<file path="src/rtl/mem_access_stage.sv">
// MEM pipeline stage: drives a single-request data-memory channel, stalls the
// front of the pipeline while a load/store is in flight, and feeds MEM/WB.
module mem_access_stage #(
    parameter int MAX_WAIT = 15
) (
    input  logic        clk,
    input  logic        rst,
    input  logic [63:0] pc_in,
    input  logic        zero_in,
    input  logic [31:0] alu_result_in,
    input  logic [31:0] read_data2_in,
    input  logic [4:0]  write_reg_in,
    input  logic        branch_in,
    input  logic        memwrite_in,
    input  logic        memread_in,
    input  logic        memtoreg_in,
    input  logic        regwrite_in,
    output logic        dmem_req,
    output logic        dmem_we,
    output logic [31:0] dmem_addr,
    output logic [31:0] dmem_wdata,
    input  logic        dmem_ready,
    input  logic [31:0] dmem_rdata,
    output logic        stall,
    output logic        pcsrc,
    output logic [63:0] branch_target,
    output logic [31:0] wb_read_data,
    output logic [31:0] wb_alu_result,
    output logic [4:0]  wb_write_reg,
    output logic        wb_memtoreg,
    output logic        wb_regwrite,
    output logic        mem_err
);
    localparam int CNT_W = (MAX_WAIT < 2) ? 1 : $clog2(MAX_WAIT + 1);

    typedef enum logic [1:0] {
        IDLE = 2'd0,
        REQ  = 2'd1,
        RESP = 2'd2
    } state_t;

    state_t             state_q, state_d;
    logic [CNT_W-1:0]   wait_q, wait_d, wait_inc;
    logic               mem_err_q, mem_err_d;
    logic [31:0]        req_addr_q, req_addr_d;
    logic [31:0]        req_wdata_q, req_wdata_d;
    logic               req_we_q, req_we_d;
    logic [31:0]        rdata_q, rdata_d;
    logic [31:0]        wb_read_data_q, wb_read_data_d;
    logic [31:0]        wb_alu_result_q, wb_alu_result_d;
    logic [4:0]         wb_write_reg_q, wb_write_reg_d;
    logic               wb_memtoreg_q, wb_memtoreg_d;
    logic               wb_regwrite_q, wb_regwrite_d;
    logic               mem_op;

    assign mem_op   = memread_in | memwrite_in;
    assign wait_inc = wait_q + CNT_W'(1);

    always_comb begin
        state_d         = state_q;
        wait_d          = wait_q;
        mem_err_d       = mem_err_q;
        req_addr_d      = req_addr_q;
        req_wdata_d     = req_wdata_q;
        req_we_d        = req_we_q;
        rdata_d         = rdata_q;
        wb_read_data_d  = wb_read_data_q;
        wb_alu_result_d = wb_alu_result_q;
        wb_write_reg_d  = wb_write_reg_q;
        wb_memtoreg_d   = wb_memtoreg_q;
        wb_regwrite_d   = wb_regwrite_q;

        case (state_q)
            IDLE: begin
                if (mem_op) begin
                    req_addr_d    = alu_result_in;
                    req_wdata_d   = read_data2_in;
                    req_we_d      = memwrite_in;
                    wb_regwrite_d = 1'b0;
                    state_d       = REQ;
                end else begin
                    wb_read_data_d  = 32'd0;
                    wb_alu_result_d = alu_result_in;
                    wb_write_reg_d  = write_reg_in;
                    wb_memtoreg_d   = memtoreg_in;
                    wb_regwrite_d   = regwrite_in;
                end
            end
            REQ: begin
                wb_regwrite_d = 1'b0;
                // A response on the timeout edge still counts as a success.
                if (dmem_ready) begin
                    rdata_d = req_we_q ? 32'd0 : dmem_rdata;
                    wait_d  = '0;
                    state_d = RESP;
                end else if (wait_inc == CNT_W'(MAX_WAIT)) begin
                    mem_err_d = 1'b1;
                    rdata_d   = 32'd0;
                    wait_d    = '0;
                    state_d   = RESP;
                end else begin
                    wait_d = wait_inc;
                end
            end
            RESP: begin
                wb_read_data_d  = rdata_q;
                wb_alu_result_d = alu_result_in;
                wb_write_reg_d  = write_reg_in;
                wb_memtoreg_d   = memtoreg_in;
                wb_regwrite_d   = regwrite_in;
                state_d         = IDLE;
            end
            default: state_d = IDLE;
        endcase
    end

    always_ff @(posedge clk) begin
        if (!rst) begin
            state_q         <= IDLE;
            wait_q          <= '0;
            mem_err_q       <= 1'b0;
            req_addr_q      <= 32'd0;
            req_wdata_q     <= 32'd0;
            req_we_q        <= 1'b0;
            rdata_q         <= 32'd0;
            wb_read_data_q  <= 32'd0;
            wb_alu_result_q <= 32'd0;
            wb_write_reg_q  <= 5'd0;
            wb_memtoreg_q   <= 1'b0;
            wb_regwrite_q   <= 1'b0;
        end else begin
            state_q         <= state_d;
            wait_q          <= wait_d;
            mem_err_q       <= mem_err_d;
            req_addr_q      <= req_addr_d;
            req_wdata_q     <= req_wdata_d;
            req_we_q        <= req_we_d;
            rdata_q         <= rdata_d;
            wb_read_data_q  <= wb_read_data_d;
            wb_alu_result_q <= wb_alu_result_d;
            wb_write_reg_q  <= wb_write_reg_d;
            wb_memtoreg_q   <= wb_memtoreg_d;
            wb_regwrite_q   <= wb_regwrite_d;
        end
    end

    assign dmem_req      = (state_q == REQ);
    assign dmem_we       = (state_q == REQ) & req_we_q;
    assign dmem_addr     = req_addr_q;
    assign dmem_wdata    = req_wdata_q;
    assign stall         = ((state_q == IDLE) & mem_op) | (state_q == REQ);
    assign pcsrc         = branch_in & zero_in & (state_q == IDLE);
    assign branch_target = pc_in;
    assign wb_read_data  = wb_read_data_q;
    assign wb_alu_result = wb_alu_result_q;
    assign wb_write_reg  = wb_write_reg_q;
    assign wb_memtoreg   = wb_memtoreg_q;
    assign wb_regwrite   = wb_regwrite_q;
    assign mem_err       = mem_err_q;
endmodule

</file>
<file path="config.mk">
export PLATFORM = sky130hd
export DESIGN_NAME = mem_access_stage
export DESIGN_NICKNAME = d
export VERILOG_FILES = /design/src/rtl/mem_access_stage.sv
export SDC_FILE = /design/constraint.sdc
export NUM_CORES = 1
export LEC_CHECK = 0
export ABC_AREA = 1
export BUFFER_PORTS_ARGS = -buffer_cell sky130_fd_sc_hd__buf_2
export CAP_MARGIN = 25
export CORE_AREA = 2 2 145 147
export CTS_CLUSTER_DIAMETER = 40
export DETAILED_ROUTE_END_ITERATION = 16
export DIE_AREA = 0 0 147 149
export PLACE_DENSITY = 0.68
export SLEW_MARGIN = 25
export SYNTH_ARGS = -nofsm -noshare
export SYNTH_HDL_FRONTEND = slang
export SYNTH_SLANG_ARGS = --single-unit
</file>
<file path="constraint.sdc">
create_clock -name clk -period 1.55 [get_ports clk]
set_input_delay 0.465 -clock clk [delete_from_list [all_inputs] [get_ports clk]]
set_output_delay 0.465 -clock clk [all_outputs]
set_load 0.03 [all_outputs]
</file>
Word level (Yosys, flattened, before mapping)
Index checks and enable logic that the tools add are counted.
Widths: inputs -> output; s select.
{"block": "totals", "reg_bits": 175, "input_bits": 174, "out_inout_bits": 204, "word_cells": 54}
{"block": "op_classes", "addsub": 1, "eq_ne": 6, "muxes": 19, "bitwise": 7, "n_reduce_logical": 9}
{"operator": "$mux 32", "count": 5}
{"operator": "$pmux 32 s2", "count": 2}
{"operator": "$pmux 5 s2", "count": 1}
{"operator": "$mux 4", "count": 2}
{"operator": "$reduce_and 2->1", "count": 4}
{"operator": "$mux 2", "count": 3}
{"operator": "$mux 5", "count": 1}
{"operator": "$add 4x1->4 const B", "count": 1}
{"operator": "$and 1x1->1", "count": 4}
{"operator": "$eq 4x4->1 const B", "count": 1}
{"operator": "$ne 2x2->1 const B", "count": 2}
{"operator": "$pmux 2 s2", "count": 1}
{"operator": "$reduce_bool 2->1", "count": 2}
{"operator": "$ne 3x1->1 const B", "count": 1}
{"operator": "$pmux 1 s3", "count": 1}
{"operator": "$reduce_and 3->1", "count": 1}
{"operator": "$reduce_bool 3->1", "count": 1}
{"operator": "$eq 2x1->1 const B", "count": 1}
{"operator": "$eq 2x2->1 const B", "count": 1}
{"operator": "$logic_not 2->1", "count": 1}
{"operator": "$mux 1", "count": 2}
{"operator": "$or 1x1->1", "count": 2}
{"operator": "$pmux 1 s2", "count": 1}
{"operator": "$not 1->1", "count": 1}

Longest topological paths before layout
Gate-level depths: netlist of the first run.
{"block": "logic_depth", "depth_word": 5, "ltp_mapped": 12}

Least setup slack after synthesis of the first run
Ideal clock, no wire load.
{"block": "synth_path", "path_type": "register to output", "start": "register state_q[1]", "end": "output port dmem_we", "arrival_ps": 1574, "path_slack_ps": -489, "path_stages_with_launch": 7, "cell_sequence": "dfxtp_1 -> inv_1 -> ha_1 -> buf_2 -> buf_1 -> nand2_1 -> inv_1"}
{"block": "synth_between", "elab_chain_len": 2}
{"item": "start: declaration", "line": "42", "text": "state_t state_q, state_d;"}
{"item": "start signal: assignment", "line": "132", "text": "state_q <= state_d;"}
{"item": "$eq 2x1->1"}
{"item": "via dmem_req", "line": "18", "text": "output logic dmem_req,"}
{"item": "$and 1x1->1", "line": "148", "text": "assign dmem_we = (state_q == REQ) & req_we_q;"}
{"item": "end: declaration", "line": "19", "text": "output logic dmem_we,"}
The timed path passes the listed nets, and every way through them passes these cells.

Worst setup path after layout of the first run
{"block": "layout_path", "start": "register state_q[1]", "end": "output port dmem_we"}
{"block": "layout_between", "elab_chain_len": 2}
{"item": "$eq 2x1->1", "line": "148"}
{"item": "$and 1x1->1", "line": "148"}
No other way between the ends.

==> impl_metrics.toml, run 1 <==
[run_status]
status = "finished, violations left"
violations = "negative setup slack"

[detailed_routing]
vias = 6781
drt_iter0_drc = 374
wl_mm = 21.91
drt-pass1-iter-count = 5
drc = 0
wl_per_cell_um = 15.18
vias_per_cell = 4.699
ant_nets = 0

[timing]
maxSlewHeadroom = 0.7817
rsz0062_at_grt = "true"
setup_ws_ps = -277.3
setup_viol = 43
slew_viol_final = 0
final.period_utilization = 1.179
worstMarginPinSlew_ps = 327.5
max_freq_mhz = 547.3
min_period_ps = 1827
final-hold-violation-count = 0
holdWs_ps = 271.9
finClkSkew_ps = 11.92
tns_ps = -1505

[min_path]
hold_path_startpoint = "write_reg_in[0]"
min_path_cells = 3
hold-path-endpoint = "wb_write_reg[0]"
worstHoldPathType = "in2reg"

[critical_path]
path_max_fanout = 4
critPathMaxStageDelay_ps = 330
worstSetupPathType = "reg2out"
critPathRequiredTime_ps = 1080
cp-end-kind = "output port"
cp_slowest_cell = "dfxtp_2"
arrival_ps = 1360
r2r_slack_ps = -30
worstReg2RegEnd = "rdata_q[13]"
worstSetupStartpointType = "register"
reg2reg_depth = 11
rr_startpoint = "state_q[1]"
crit_family = "buffers and inverters"
crit_chain = "inv_2 > buf_6 > ha_4 > nand2_2 > inv_2 > buf_6"
timing.critical_path.buf_inv = 4

[synthesis]
syn_inst = 946
synth_xor_area_frac = 0
yosysSeqAreaShare = 0.4801
yosys_warnings = 0
syn_area_um2 = 7297
synth.net_count = 1127
avgSynthCellArea_um2 = 7.714
yosys.area_share.adder = 0.01200
synth-compound-area-share = 0.1005
synthMuxAreaShare = 0
synth_cell_types = 26
synth-seq-cells = 175
synth_top_family_by_area = "simple AND/OR/NAND/NOR gates"
synth_simple_gate_area_share = 0.2816

[cells_and_area]
layout_commonest_cell = "buf_2"
antenna_cells = 0
final_cells = 1443
final_nets = 1336
postLayoutCoreUtil = 0.4960
fin_area_um2 = 10200
area_growth_pct = 39.73
drive_gt1_frac = 0.4452
layout.cells.most_common_list = "buf_2, dfxtp_1, nor2_1"

[global_routing]
grt_max_degree = 53
grt-ovfl-total = 0
grt_pass1_wl_mm = 31.44
grt_pass1_vias = 6036
grt_antenna_before_repair = 1
grt_use_total = 0.1814

[clock_network]
cts_buffer_depth = 2
cts_made_buffers = 17
cts_max_level = 4
clk_pin_slew_ps = 70
cts_num_sinks = 175
clk_latency_ps = 430
tritoncts = "done"
cts_root_buffer = "clkbuf_16"

[placement]
dp.cells = 1380
io_buffers = 249
gp_congestion = 0.7846
detailed_place_hpwl_mm = 13.60
dpl_cell_area_um2 = 8484

[pwr]
p_leak_uw = 0.004702
powerDensity_nw_per_um2 = 1316
ir_drop_v = 0.0007424

[die]
die_y_um = 149
core_um2 = 20560
fp.dieW_um = 147
rows = 53
start_util = 0.3550
io_pins = 378
die_area_um2 = 21900

[flow_run]
maxCapViolations = 0
cell usage after synthesis:
master    instances  area [um^2]
nor2_1          215        807.0
dfxtp_1         175         3503
nand2_1         113        424.2
o21ai_0          80        400.4
buf_4            69        518.0
nand3_1          67        335.3
nor2_2           61        381.6
a21oi_1          39        195.2
clkbuf_1         36        135.1
o21ai_1          26        130.1
inv_1            17        63.81
buf_2            13        65.06
ha_1              7        87.58
inv_2             5        18.77
buf_1             4        15.01
buf_12            3        60.06
buf_6             3        33.78
nand2_2           3        18.77
nand2_8           2        40.04
nand4_1           2        12.51
inv_6             1        8.760
nand2_4           1        11.26
nand3b_1          1        7.510
nor2_4            1        11.26
nor3_1            1        5.000
o21a_1            1        7.510
what timing repair did:
item	in CTS	in global routing
endpoints found under the setup margin	96	152
gates resized for setup	51	138
gates cloned	5	11
hold buffers	0	0
pin swaps	5	13
setup buffers	13	4
cell type report:
cell class,instances,area [um^2]
clock buffer,17,425.4
timing repair buffer,315,2220
inverter,23,117.6
timing repair inverter,3,45.04
multi-input combinational,620,3341
clock inverter,15,196.4
sequential,175,3507
tap,275,344.1
fill,1991,10360
metal layers:
layer / share of wire / vias up / track usage / wire length (um)
li1: - / 3373 / - / -
met1: 0.41 / 3083 / 0.2230 / 9085
met2: 0.48 / 264 / 0.2962 / 10460
met3: 0.079 / 59 / 0.05352 / 1735
met4: 0.028 / 2 / 0.08029 / 615
met5: 0.00050 / - / 0 / 11
worst reg2reg max path, stage by stage (launching register included):
cell and delay (ps):
dfxtp_2 340, inv_2 60, buf_6 120, ha_4 180, buf_4 150, buf_6 120
buf_12 120, nand2_8 100, buf_12 130, inv_16 50, nor2_4 90, nor2_2 30
power by group:
group	total [uW]	leakage, uW	internal, uW	switching, uW
Sequential	5210	0.00144	4950	260
Combinational	3680	0.00296	1410	2270
Clock	4530	0.000298	2470	2060
through the flow:
step / setup WS [ps] / power (uW)
after floorplan: -1.702 / 7552
after global placement: -96.75 / 8163
after detailed placement: -123.7 / 8208
after CTS: -282.3 / 13090
after global routing: -330.5 / 14060
final: -277.3 / 13420
logic make-up after synthesis:
group	Yosys count
compound gates	146
fa+ha+maj	7
buf+inv	151
flops	175
simple gates	467
how the worst max path moves through the flow:
stage,startpoint,endpoint,slack (ps),depth (start not counted)
6_report,state_q[1],dmem_we,-280,6
2_1_floorplan,state_q[0],pcsrc,-2,4
4_1_cts,state_q[1],dmem_we,-280,6
3_3_place_gp,memwrite_in,stall,-100,6
5_1_grt,state_q[1],dmem_we,-330,6
3_5_place_dp,memwrite_in,wb_alu_result[29],-120,8
Power figures use the tool's default switching activity.
==> inputs of run 2 (changes only) <==
- PLACE_DENSITY: 0.68 -> 0.75
==> impl_metrics.toml, run 2 (synthesized netlist as in run 1, its figures left out) <==
[timing]
slew_viol_final = 0
worstMarginPinSlew_ps = 331.1
maxSlewHeadroom = 0.7793
rsz0062_at_grt = "true"
setup_ws_ps = -267.7
tns_ps = -1305
max_freq_mhz = 550.1
finClkSkew_ps = 7.078
final.period_utilization = 1.173
min_period_ps = 1818
final-hold-violation-count = 0
setup_viol = 18

[detailed_routing]
drt_iter0_drc = 464
drc = 0
vias = 6767
wl_mm = 21.49
wl_per_cell_um = 14.98
vias_per_cell = 4.716
ant_nets = 0
drt-pass1-iter-count = 5

[placement]
io_buffers = 249
gp_congestion = 0.8036
detailed_place_hpwl_mm = 14.13
dpl_cell_area_um2 = 8519

[pwr]
pwr-share-clk = 0.328
combPwrFrac = 0.263
total_power_uw = 12710
powerDensity_nw_per_um2 = 1289
ir_drop_v = 0.0006624
p_int_uw = 8262
seq_power_share = 0.409
switchingPower_uw = 4445
netSwitchingFraction = 0.3498
p_leak_uw = 0.004574

[critical_path]
cp-end-kind = "output port"
rr_startpoint = "wait_q[1]"
r2r_slack_ps = -100
critPathRequiredTime_ps = 1080
worstSetupStartpointType = "register"
arrival_ps = 1350
reg2reg_depth = 12
path_max_fanout = 4
cp-endpoint = "dmem_req"
crit_start = "state_q[1]"
worstSetupPathType = "reg2out"
worstReg2RegEnd = "rdata_q[0]"

[clock_network]
clk_latency_ps = 420
cts_num_sinks = 175
cts_buffer_depth = 2
cts_root_buffer = "clkbuf_16"
cts_hold_buf = 0
clk_pin_slew_ps = 70
tritoncts = "done"
cts_max_level = 4
cts_made_buffers = 17

[global_routing]
grt-ovfl-total = 0
grt_max_degree = 50
grt_use_total = 0.1790
grt_pass1_vias = 5919
grt_antenna_before_repair = 0
grt_pass1_wl_mm = 31.06

[die]
io_pins = 378
start_util = 0.3550
die_area_um2 = 21900
rows = 53
fp.dieW_um = 147
core_um2 = 20560
die_y_um = 149

[cells_and_area]
antenna_cells = 0
area_growth_pct = 35.13
drive_gt1_frac = 0.4172
layout_commonest_cell = "buf_2"
postLayoutCoreUtil = 0.4797
fin_area_um2 = 9861
final_nets = 1328
layout.cells.most_common_list = "buf_2, nor2_1, dfxtp_1"

[min_path]
hold_path_startpoint = "write_reg_in[2]"
worstHoldPathType = "in2reg"

[run_status]
violations = "negative setup slack"
status = "finished, violations left"

[flow_run]
maxCapViolations = 0
-- run 2: changes by cell type in the layout (fill, tap and decap cells not counted), moves of 14 or more --
cell	delta
a21oi_2	-15
nor2_1	+43
a21oi_1	+15
nand3_1	-17
nor2_2	-22
nor2_4	-21
nand3_2	+14
-- run 2: worst max-delay path: stages, from the launching register on --
cell	delay [ps]
dfxtp_2	330
inv_2	50
buf_6	110
ha_4	180
buf_6	130
buf_6	130
-- run 2: power groups by stage --
| stage | clock network [uW] | registers, uW | logic, uW |
|---|---|---|---|
| finish | 4170 | 5190 | 3350 |
| global route | 4470 | 5240 | 3630 |
| CTS | 4320 | 5180 | 3090 |
| detailed placement | 0 | 5280 | 2960 |
| global placement | 0 | 5260 | 2930 |
| floorplan | 0 | 5950 | 1600 |
-- run 2: area by class of cell --
cell class / count / area [um^2]
inverter: 23 / 125.1
timing repair inverter: 3 / 57.56
clock inverter: 15 / 153.9
tap: 275 / 344.1
multi-input combinational: 620 / 3217
clock buffer: 17 / 425.4
timing repair buffer: 307 / 2023
fill: 1983 / 10700
sequential: 175 / 3515
-- run 2: per-stage QoR --
| step | cells | setup WS, ps | hold WS [ps] |
|---|---|---|---|
| final | 1435 | -267.7 | 266.0 |
| after global routing | 1435 | -331.9 | 263.0 |
| after CTS | 1422 | -304.5 | 243.5 |
| after detailed placement | 1383 | -177.1 | 452.6 |
| after global placement | 1383 | -157.1 | 447.4 |
| after floorplan | 946 | -1.702 | 448.5 |
-- run 2: repair_timing --
| action | in CTS | in global routing |
|---|---|---|
| hold endpoints to repair | 0 | 0 |
| resized for setup | 24 | 99 |
| cloned | 1 | 8 |
| pin swaps | 1 | 24 |
| setup endpoints to repair | 85 | 86 |
| setup buffers | 6 | 7 |
-- run 2: how the worst min path moves through the flow --
stage | end | cells after the start
floorplan | rdata_q[10] | 2
global placement | mem_err | 1
detailed placement | wb_read_data[5] | 2
CTS | wb_write_reg[2] | 3
global route | wb_write_reg[2] | 3
finish | wb_write_reg[2] | 3
-- run 2: metal layers --
metal / vias up / routed length, um / track usage
met5: - / 0 / 0
met4: 0 / 610 / 0.07067
met3: 47 / 1526 / 0.05719
met2: 268 / 10390 / 0.2944
met1: 3099 / 8967 / 0.2190
li1: 3353 / - / -
